===== src/rtl/ft_dds_pkg.sv =====
// ---------------------------------------------------------------------------
// ft_dds_pkg: shared constants, state encodings and helpers for the FT245 DDS controller. Rev 1.0
// ---------------------------------------------------------------------------
`default_nettype none

package ft_dds_pkg;

  localparam logic [7:0] HDR = 8'hA5;
  localparam logic [7:0] ACK = 8'h5A;
  localparam logic [7:0] NAK = 8'hEE;

  localparam logic [7:0] CMD_TW   = 8'h01;
  localparam logic [7:0] CMD_WAVE = 8'h02;
  localparam logic [7:0] CMD_EN   = 8'h03;

  localparam logic [2:0] WAVE_SIN = 3'b001;
  localparam logic [2:0] WAVE_TRI = 3'b010;
  localparam logic [2:0] WAVE_SQU = 3'b100;

  typedef enum logic [2:0] {
    BIF_IDLE      = 3'd0,
    BIF_RD_STROBE = 3'd1,
    BIF_RD_RECOV  = 3'd2,
    BIF_TX_STROBE = 3'd3,
    BIF_TX_HOLD   = 3'd4
  } bif_state_e;

  typedef enum logic [2:0] {
    PS_HUNT = 3'd0,
    PS_CMD  = 3'd1,
    PS_P1   = 3'd2,
    PS_P0   = 3'd3,
    PS_CHK  = 3'd4
  } parse_state_e;

  // Code 3 has no waveform; callers reject it before using the result.
  function automatic logic [2:0] wave_decode(input logic [1:0] code);
    logic [2:0] sel;
    sel = 3'b000;
    case (code)
      2'd0:    sel = WAVE_SIN;
      2'd1:    sel = WAVE_TRI;
      2'd2:    sel = WAVE_SQU;
      default: sel = 3'b000;
    endcase
    return sel;
  endfunction

endpackage

`default_nettype wire


===== src/rtl/ft245_byte_if.sv =====
// ---------------------------------------------------------------------------
// ft245_byte_if: FT245 read/write strobe sequencer with byte capture and tx handshake. Rev 1.0
// ---------------------------------------------------------------------------
`default_nettype none

module ft245_byte_if
  import ft_dds_pkg::*;
#(
  parameter int unsigned RD_WAIT  = 4,
  parameter int unsigned RD_RECOV = 2,
  parameter int unsigned WR_PULSE = 3
) (
  input  logic       clk,
  input  logic       rst_n,
  input  logic       rxf_n_i,
  input  logic       txe_n_i,
  input  logic [7:0] d_in_i,
  input  logic       rx_hold_i,
  input  logic       tx_req_i,
  input  logic [7:0] tx_data_i,
  output logic       rd_n_o,
  output logic       wr_o,
  output logic       d_oe_o,
  output logic [7:0] d_out_o,
  output logic       rx_valid_o,
  output logic [7:0] rx_data_o,
  output logic       tx_done_o
);

  localparam int unsigned CNT_MAX =
    (RD_WAIT > RD_RECOV) ? ((RD_WAIT  > WR_PULSE) ? RD_WAIT  : WR_PULSE)
                         : ((RD_RECOV > WR_PULSE) ? RD_RECOV : WR_PULSE);
  localparam int unsigned CW = (CNT_MAX > 2) ? $clog2(CNT_MAX) : 1;

  localparam logic [CW-1:0] RD_LAST    = CW'(RD_WAIT - 1);
  localparam logic [CW-1:0] RECOV_LAST = CW'(RD_RECOV - 1);
  localparam logic [CW-1:0] WR_LAST    = CW'(WR_PULSE - 1);

  bif_state_e    state_q, state_d;
  logic [CW-1:0] cnt_q, cnt_d;
  logic [7:0]    rx_data_q, rx_data_d;
  logic          rx_valid_q, rx_valid_d;
  logic [7:0]    d_out_q, d_out_d;

  always_ff @(posedge clk or negedge rst_n) begin
    if (!rst_n) begin
      state_q    <= BIF_IDLE;
      cnt_q      <= '0;
      rx_data_q  <= 8'h00;
      rx_valid_q <= 1'b0;
      d_out_q    <= 8'h00;
    end else begin
      state_q    <= state_d;
      cnt_q      <= cnt_d;
      rx_data_q  <= rx_data_d;
      rx_valid_q <= rx_valid_d;
      d_out_q    <= d_out_d;
    end
  end

  always_comb begin
    state_d    = state_q;
    cnt_d      = cnt_q;
    rx_data_d  = rx_data_q;
    rx_valid_d = 1'b0;
    d_out_d    = d_out_q;
    case (state_q)
      BIF_IDLE: begin
        cnt_d = '0;
        // Transmit wins; a pending or about-to-be-pending response blocks reads.
        if (tx_req_i && !txe_n_i) begin
          state_d = BIF_TX_STROBE;
          d_out_d = tx_data_i;
        end else if (!tx_req_i && !rx_hold_i && !rxf_n_i) begin
          state_d = BIF_RD_STROBE;
        end
      end
      BIF_RD_STROBE: begin
        if (cnt_q == RD_LAST) begin
          rx_data_d  = d_in_i;
          rx_valid_d = 1'b1;
          cnt_d      = '0;
          state_d    = BIF_RD_RECOV;
        end else begin
          cnt_d = cnt_q + 1'b1;
        end
      end
      BIF_RD_RECOV: begin
        if (cnt_q == RECOV_LAST) begin
          cnt_d   = '0;
          state_d = BIF_IDLE;
        end else begin
          cnt_d = cnt_q + 1'b1;
        end
      end
      BIF_TX_STROBE: begin
        if (cnt_q == WR_LAST) begin
          cnt_d   = '0;
          state_d = BIF_TX_HOLD;
        end else begin
          cnt_d = cnt_q + 1'b1;
        end
      end
      BIF_TX_HOLD: state_d = BIF_IDLE;
      default:     state_d = BIF_IDLE;
    endcase
  end

  assign rd_n_o     = (state_q != BIF_RD_STROBE);
  assign wr_o       = (state_q == BIF_TX_STROBE);
  assign d_oe_o     = (state_q == BIF_TX_STROBE) || (state_q == BIF_TX_HOLD);
  assign d_out_o    = d_out_q;
  assign rx_valid_o = rx_valid_q;
  assign rx_data_o  = rx_data_q;
  assign tx_done_o  = (state_q == BIF_TX_HOLD);

endmodule

`default_nettype wire


===== src/rtl/ft245_dds_ctrl.sv =====
// ---------------------------------------------------------------------------
// ft245_dds_ctrl: parses 5-byte host frames and drives the DDS tuning/waveform registers. Rev 1.0
// ---------------------------------------------------------------------------
`default_nettype none

module ft245_dds_ctrl
  import ft_dds_pkg::*;
#(
  parameter int unsigned RD_WAIT  = 4,
  parameter int unsigned RD_RECOV = 2,
  parameter int unsigned WR_PULSE = 3,
  parameter int unsigned TIMEOUT  = 1_000_000,
  parameter logic [15:0] TW_RESET = 16'd2621
) (
  input  logic        clk,
  input  logic        rst_n,
  input  logic        rxf_n,
  input  logic        txe_n,
  output logic        rd_n,
  output logic        wr,
  input  logic [7:0]  d_in,
  output logic [7:0]  d_out,
  output logic        d_oe,
  input  logic        key_step,
  output logic [15:0] tuning_word,
  output logic [2:0]  wave_sel,
  output logic        da_en,
  output logic        cfg_update,
  output logic [7:0]  frame_err_cnt
);

  localparam int unsigned TOW = $clog2(TIMEOUT + 1);
  localparam logic [TOW-1:0] TO_LAST = TOW'(TIMEOUT - 1);

  logic       rx_valid;
  logic [7:0] rx_data;
  logic       tx_done;

  parse_state_e   parse_q, parse_d;
  logic [7:0]     cmd_q, cmd_d, p1_q, p1_d, p0_q, p0_d, chk_q, chk_d;
  logic           exec_q, exec_d;
  logic [TOW-1:0] to_cnt_q, to_cnt_d;
  logic           timeout;

  logic        pending_q, pending_d;
  logic [7:0]  resp_q, resp_d;
  logic [15:0] tw_q, tw_d;
  logic [2:0]  wave_q, wave_d;
  logic        en_q, en_d;
  logic        cfg_q, cfg_d;
  logic [7:0]  err_q, err_d;
  logic        nak;
  logic        chk_ok;
  logic        wave_cmd_exec;

  ft245_byte_if #(
    .RD_WAIT  (RD_WAIT),
    .RD_RECOV (RD_RECOV),
    .WR_PULSE (WR_PULSE)
  ) u_byte_if (
    .clk        (clk),
    .rst_n      (rst_n),
    .rxf_n_i    (rxf_n),
    .txe_n_i    (txe_n),
    .d_in_i     (d_in),
    .rx_hold_i  (exec_q),
    .tx_req_i   (pending_q),
    .tx_data_i  (resp_q),
    .rd_n_o     (rd_n),
    .wr_o       (wr),
    .d_oe_o     (d_oe),
    .d_out_o    (d_out),
    .rx_valid_o (rx_valid),
    .rx_data_o  (rx_data),
    .tx_done_o  (tx_done)
  );

  always_comb begin
    parse_d  = parse_q;
    cmd_d    = cmd_q;
    p1_d     = p1_q;
    p0_d     = p0_q;
    chk_d    = chk_q;
    exec_d   = 1'b0;
    to_cnt_d = to_cnt_q;
    timeout  = 1'b0;
    if (rx_valid) begin
      to_cnt_d = '0;
      case (parse_q)
        PS_HUNT: if (rx_data == HDR) parse_d = PS_CMD;
        PS_CMD:  begin cmd_d = rx_data; parse_d = PS_P1; end
        PS_P1:   begin p1_d  = rx_data; parse_d = PS_P0; end
        PS_P0:   begin p0_d  = rx_data; parse_d = PS_CHK; end
        PS_CHK:  begin chk_d = rx_data; exec_d = 1'b1; parse_d = PS_HUNT; end
        default: parse_d = PS_HUNT;
      endcase
    end else if (parse_q != PS_HUNT) begin
      if (to_cnt_q == TO_LAST) begin
        timeout  = 1'b1;
        to_cnt_d = '0;
        parse_d  = PS_HUNT;
      end else begin
        to_cnt_d = to_cnt_q + 1'b1;
      end
    end else begin
      to_cnt_d = '0;
    end
  end

  assign chk_ok        = ((cmd_q ^ p1_q ^ p0_q) == chk_q);
  assign wave_cmd_exec = exec_q && chk_ok && (cmd_q == CMD_WAVE);

  always_comb begin
    tw_d      = tw_q;
    wave_d    = wave_q;
    en_d      = en_q;
    resp_d    = resp_q;
    pending_d = pending_q && !tx_done;
    nak       = 1'b0;
    if (key_step && en_q && !wave_cmd_exec) begin
      wave_d = {wave_q[1:0], wave_q[2]};
    end
    if (exec_q) begin
      pending_d = 1'b1;
      if (!chk_ok) begin
        nak = 1'b1;
      end else begin
        case (cmd_q)
          CMD_TW:   tw_d = {p1_q, p0_q};
          CMD_WAVE: begin
            if (p0_q[1:0] == 2'd3) nak = 1'b1;
            else                   wave_d = wave_decode(p0_q[1:0]);
          end
          CMD_EN:   en_d = p0_q[0];
          default:  nak = 1'b1;
        endcase
      end
      resp_d = nak ? NAK : ACK;
    end
  end

  always_comb begin
    err_d = err_q;
    if ((nak || timeout) && (err_q != 8'hFF)) err_d = err_q + 8'd1;
    cfg_d = (tw_d != tw_q) || (wave_d != wave_q) || (en_d != en_q);
  end

  always_ff @(posedge clk or negedge rst_n) begin
    if (!rst_n) begin
      parse_q   <= PS_HUNT;
      cmd_q     <= 8'h00;
      p1_q      <= 8'h00;
      p0_q      <= 8'h00;
      chk_q     <= 8'h00;
      exec_q    <= 1'b0;
      to_cnt_q  <= '0;
      pending_q <= 1'b0;
      resp_q    <= 8'h00;
      tw_q      <= TW_RESET;
      wave_q    <= WAVE_SIN;
      en_q      <= 1'b1;
      cfg_q     <= 1'b0;
      err_q     <= 8'h00;
    end else begin
      parse_q   <= parse_d;
      cmd_q     <= cmd_d;
      p1_q      <= p1_d;
      p0_q      <= p0_d;
      chk_q     <= chk_d;
      exec_q    <= exec_d;
      to_cnt_q  <= to_cnt_d;
      pending_q <= pending_d;
      resp_q    <= resp_d;
      tw_q      <= tw_d;
      wave_q    <= wave_d;
      en_q      <= en_d;
      cfg_q     <= cfg_d;
      err_q     <= err_d;
    end
  end

  assign tuning_word   = tw_q;
  assign wave_sel      = wave_q;
  assign da_en         = en_q;
  assign cfg_update    = cfg_q;
  assign frame_err_cnt = err_q;

endmodule

`default_nettype wire


===== config.mk =====
export PLATFORM = sky130hd
export DESIGN_NAME = ft245_dds_ctrl
export DESIGN_NICKNAME = d
export VERILOG_FILES = /design/src/rtl/ft_dds_pkg.sv /design/src/rtl/ft245_byte_if.sv /design/src/rtl/ft245_dds_ctrl.sv
export SDC_FILE = /design/constraint.sdc
export NUM_CORES = 1
export LEC_CHECK = 0
export CAP_MARGIN = 20
export CORE_MARGIN = 3
export CORE_UTILIZATION = 50
export DETAILED_ROUTE_END_ITERATION = 10
export PLACE_DENSITY = 0.78
export SLEW_MARGIN = 5
export SYNTH_ARGS = -nofsm -noshare
export SYNTH_HDL_FRONTEND = slang
export SYNTH_HIERARCHICAL = 1
export SYNTH_SLANG_ARGS = --single-unit

===== constraint.sdc =====
create_clock -name clk -period 5.7 [get_ports clk]
set_clock_uncertainty 0.05 [all_clocks]
set_input_delay 0.855 -clock clk [delete_from_list [all_inputs] [get_ports clk]]
set_output_delay 0.855 -clock clk [all_outputs]
set_load 0.01 [all_outputs]

==> metrics <==
outcome=completed; die height=~110 µm; Initial DRC Count=between 200 and 250; Main synth FF type=dfrtp_1; cell area after synthesis=5273 µm²; Slew HR=0.4191; most used cell, CP=xnor2_1; register area share after synthesis=0.5290; # setup viols final=0; H-tree lvl count=3; Critical Path Fanout Max=16; Post-layout nets=between 500 and 600; vias in the first global route=~3400; RSZ-0062 raised after global routing=no; post-CTS sizing=0; EDFF count, synth=0; Diodes inserted=0; pin count of the biggest net entering global routing=between 60 and 70; combinational share of power=0.138; fmax=321.6 MHz; DR DRC count=0; CORE AREA=between 9000 and 10000 µm²; Hold Crit Class=primary input to asynchronous set/reset pin; post-route ant nets=0; CTS Hold Bufs=0; slowest cell delay on critical path=0.76 ns; Avg Inst Size Synth=approximately 12 µm²; die area=~12000 µm²; Layout area overhead=14.86%; area share of the largest cell type after synthesis=0.4841; Final Hold Fails=0; count leader, synth=dfrtp_1; CP endpoint kind=flop; # rows=36; P_int=approximately 0.0011 W; max-slew violations=0; PD cells=~260 nW/µm²; Setup WS post-layout=approximately 2.6 ns; Routed WL=around 10000 µm; Post-CTS Setup Bufs=0; LEAKAGE=between 2 and 3 nW; hpwl dp=7094 µm; worst-path cell chain=xnor2_1 > xnor2_1 > nand4_1 > or2_1 > or3_1 > nor3b_4 > mux2_2; wire per inst=about 16 µm; Net Count, Synth=about 460; setup_tns=0 ns; GRT Total Usage=0.1845; Clk pwr share=0.282; root buf cell=clkbuf_8; global-route wire length before repair=17050 µm; drt via density=between 5 and 6; CTS max path bufs=2; IO buf count=52; pre-CTS setup slack=2.568 ns; via count=between 3000 and 4000; CP max-delay cell=nor3b_4; gr ovfl total=0; Synth top cells by count=dfrtp_1, mux2_2, xnor2_1; Worst-Margin Slew=~0.87 ns; Req. time, crit path=roughly 5.9 ns; drt pass-1 iters=4; IO Count=53; Synth Instances=approximately 440; largest area contributor in the netlist=dfrtp_1; Netlist cell types=just under 60; final period utilization=0.5456; layout cell share with drive strength beyond 1=0.2143; MaxCap Viol Count=0; antenna violations before repair=0; Sw Ratio=0.2908; crit path launch type=flop; Critical Path AT=roughly 3.3 ns; switching power=approximately 0.00046 W; Crit Path Category=flop to flop; Seq pwr share=0.580; Placer Congestion=roughly 0.8; synth top area cells=dfrtp_1, mux2_2, xnor2_1; Reg clk slew, reported paths=roughly 0.1 ns; initial core utilization=0.5273; fin util=0.6056; asr flop ratio synth=1.000; # clock sinks=111; worst vdd ir=between 100 and 150 µV; TritonCTS clock tree=done; Synth Register Bits=between 100 and 150; flop2flop setup slack=roughly 2.6 ns; synth warn=6; CP delay by family, top=simple AND/OR/NAND/NOR gates; Worst Path Buf+Inv=0; worst-skew pair later-pin latency=0.38 ns; Period minus WS final=about 3.1 ns; CTS Buf Count=9; Chip Width=108.7 µm
==> final cells by class <==
class                           instances  area (µm²)
Fill cell                             834        3944
Multi-Input combinational cell        301        2357
Sequential cell                       111        2789
Inverter                                8       30.03
Clock buffer                            9       123.9
Tap cell                              133       166.4
Clock inverter                          7       56.30
Timing Repair Buffer                   54       533.0
==> per-stage QoR <==
| step | hold WS (ns) | power (W) | cells | instance area (µm²) |
|---|---|---|---|---|
| global route | 0.4457 | 0.001656 | 623 | 6056 |
| finish | 0.4108 | 0.001575 | 623 | 6056 |
| detailed placement | 0.4313 | 0.001151 | 607 | 5876 |
| floorplan | 0.3993 | 0.001066 | 438 | 5273 |
| CTS | 0.4259 | 0.001589 | 623 | 6056 |
| global placement | 0.4221 | 0.001140 | 607 | 5876 |
==> placed cells by master, fill, tap and decap left out, types with 8 or more instances in the layout <==
cell / count
nand2_1: 17
dfrtp_1: 102
mux2_2: 65
nor2_1: 33
clkdlybuf4s50_1: 51
a21oi_1: 14
xor2_1: 25
xnor2_1: 37
nand3_1: 14
clkbuf_8: 9
dfstp_2: 9
inv_1: 8
nor3_1: 8
==> logic make-up after synthesis <==
logic type / share of synthesized area
buffers and inverters: 0.02492
DFF: 0.5290
and+or+nand+nor: 0.1369
xor gates and xnor gates: 0.1030
adders and majority gates: 0.01661
muxes: 0.1429
AOI/OAI and AO/OA: 0.04604
other: 0.0007112
==> power by group through the flow <==
stage                     registers, W  logic (W)  clock network (W)
after floorplan               0.000887   0.000179                  0
after global placement        0.000928   0.000212                  0
after detailed placement      0.000929   0.000222                  0
after CTS                     0.000914   0.000221           0.000454
after global routing          0.000926   0.000244           0.000487
final                         0.000914   0.000217           0.000444
==> metal layers <==
| layer | GRT usage | up-vias | part of all wire |
|---|---|---|---|
| li1 | - | 1615 | - |
| met1 | 0.2557 | 1711 | 0.47 |
| met2 | 0.2948 | 58 | 0.48 |
| met3 | 0.03552 | 10 | 0.035 |
| met4 | 0.05951 | 0 | 0.013 |
| met5 | 0 | - | 0 |
==> state kept, by name, summed over array words and instances (netlist names) <==
name	cells
to_cnt_q	20
tuning_word	16
chk_q	8
cmd_q	8
frame_err_cnt	8
p0_q	8
p1_q	8
u_byte_if/d_out_o	8
u_byte_if/rx_data_o	8
parse_q	3
resp_q	3
u_byte_if/state_q	3
wave_sel	3
u_byte_if/cnt_q	2
cfg_update	1
da_en	1
exec_q	1
pending_q	1
u_byte_if/rx_valid_o	1
==> worst paths after layout <==
path                                        endpoint  startpoint  depth (start not counted)
worst min register to register             resp_q[4]   resp_q[4]                          1
min in group clk                           resp_q[4]   resp_q[4]                          1
max in group asynchronous       u_byte_if/rx_valid_o       rst_n                          2
worst max register to register       tuning_word[14]     p0_q[1]                          7
worst min-delay path            u_byte_if/state_q[2]       rst_n                          1
worst max-delay path                 tuning_word[14]     p0_q[1]                          7
Note: power is estimated with default switching activity, not from simulation.
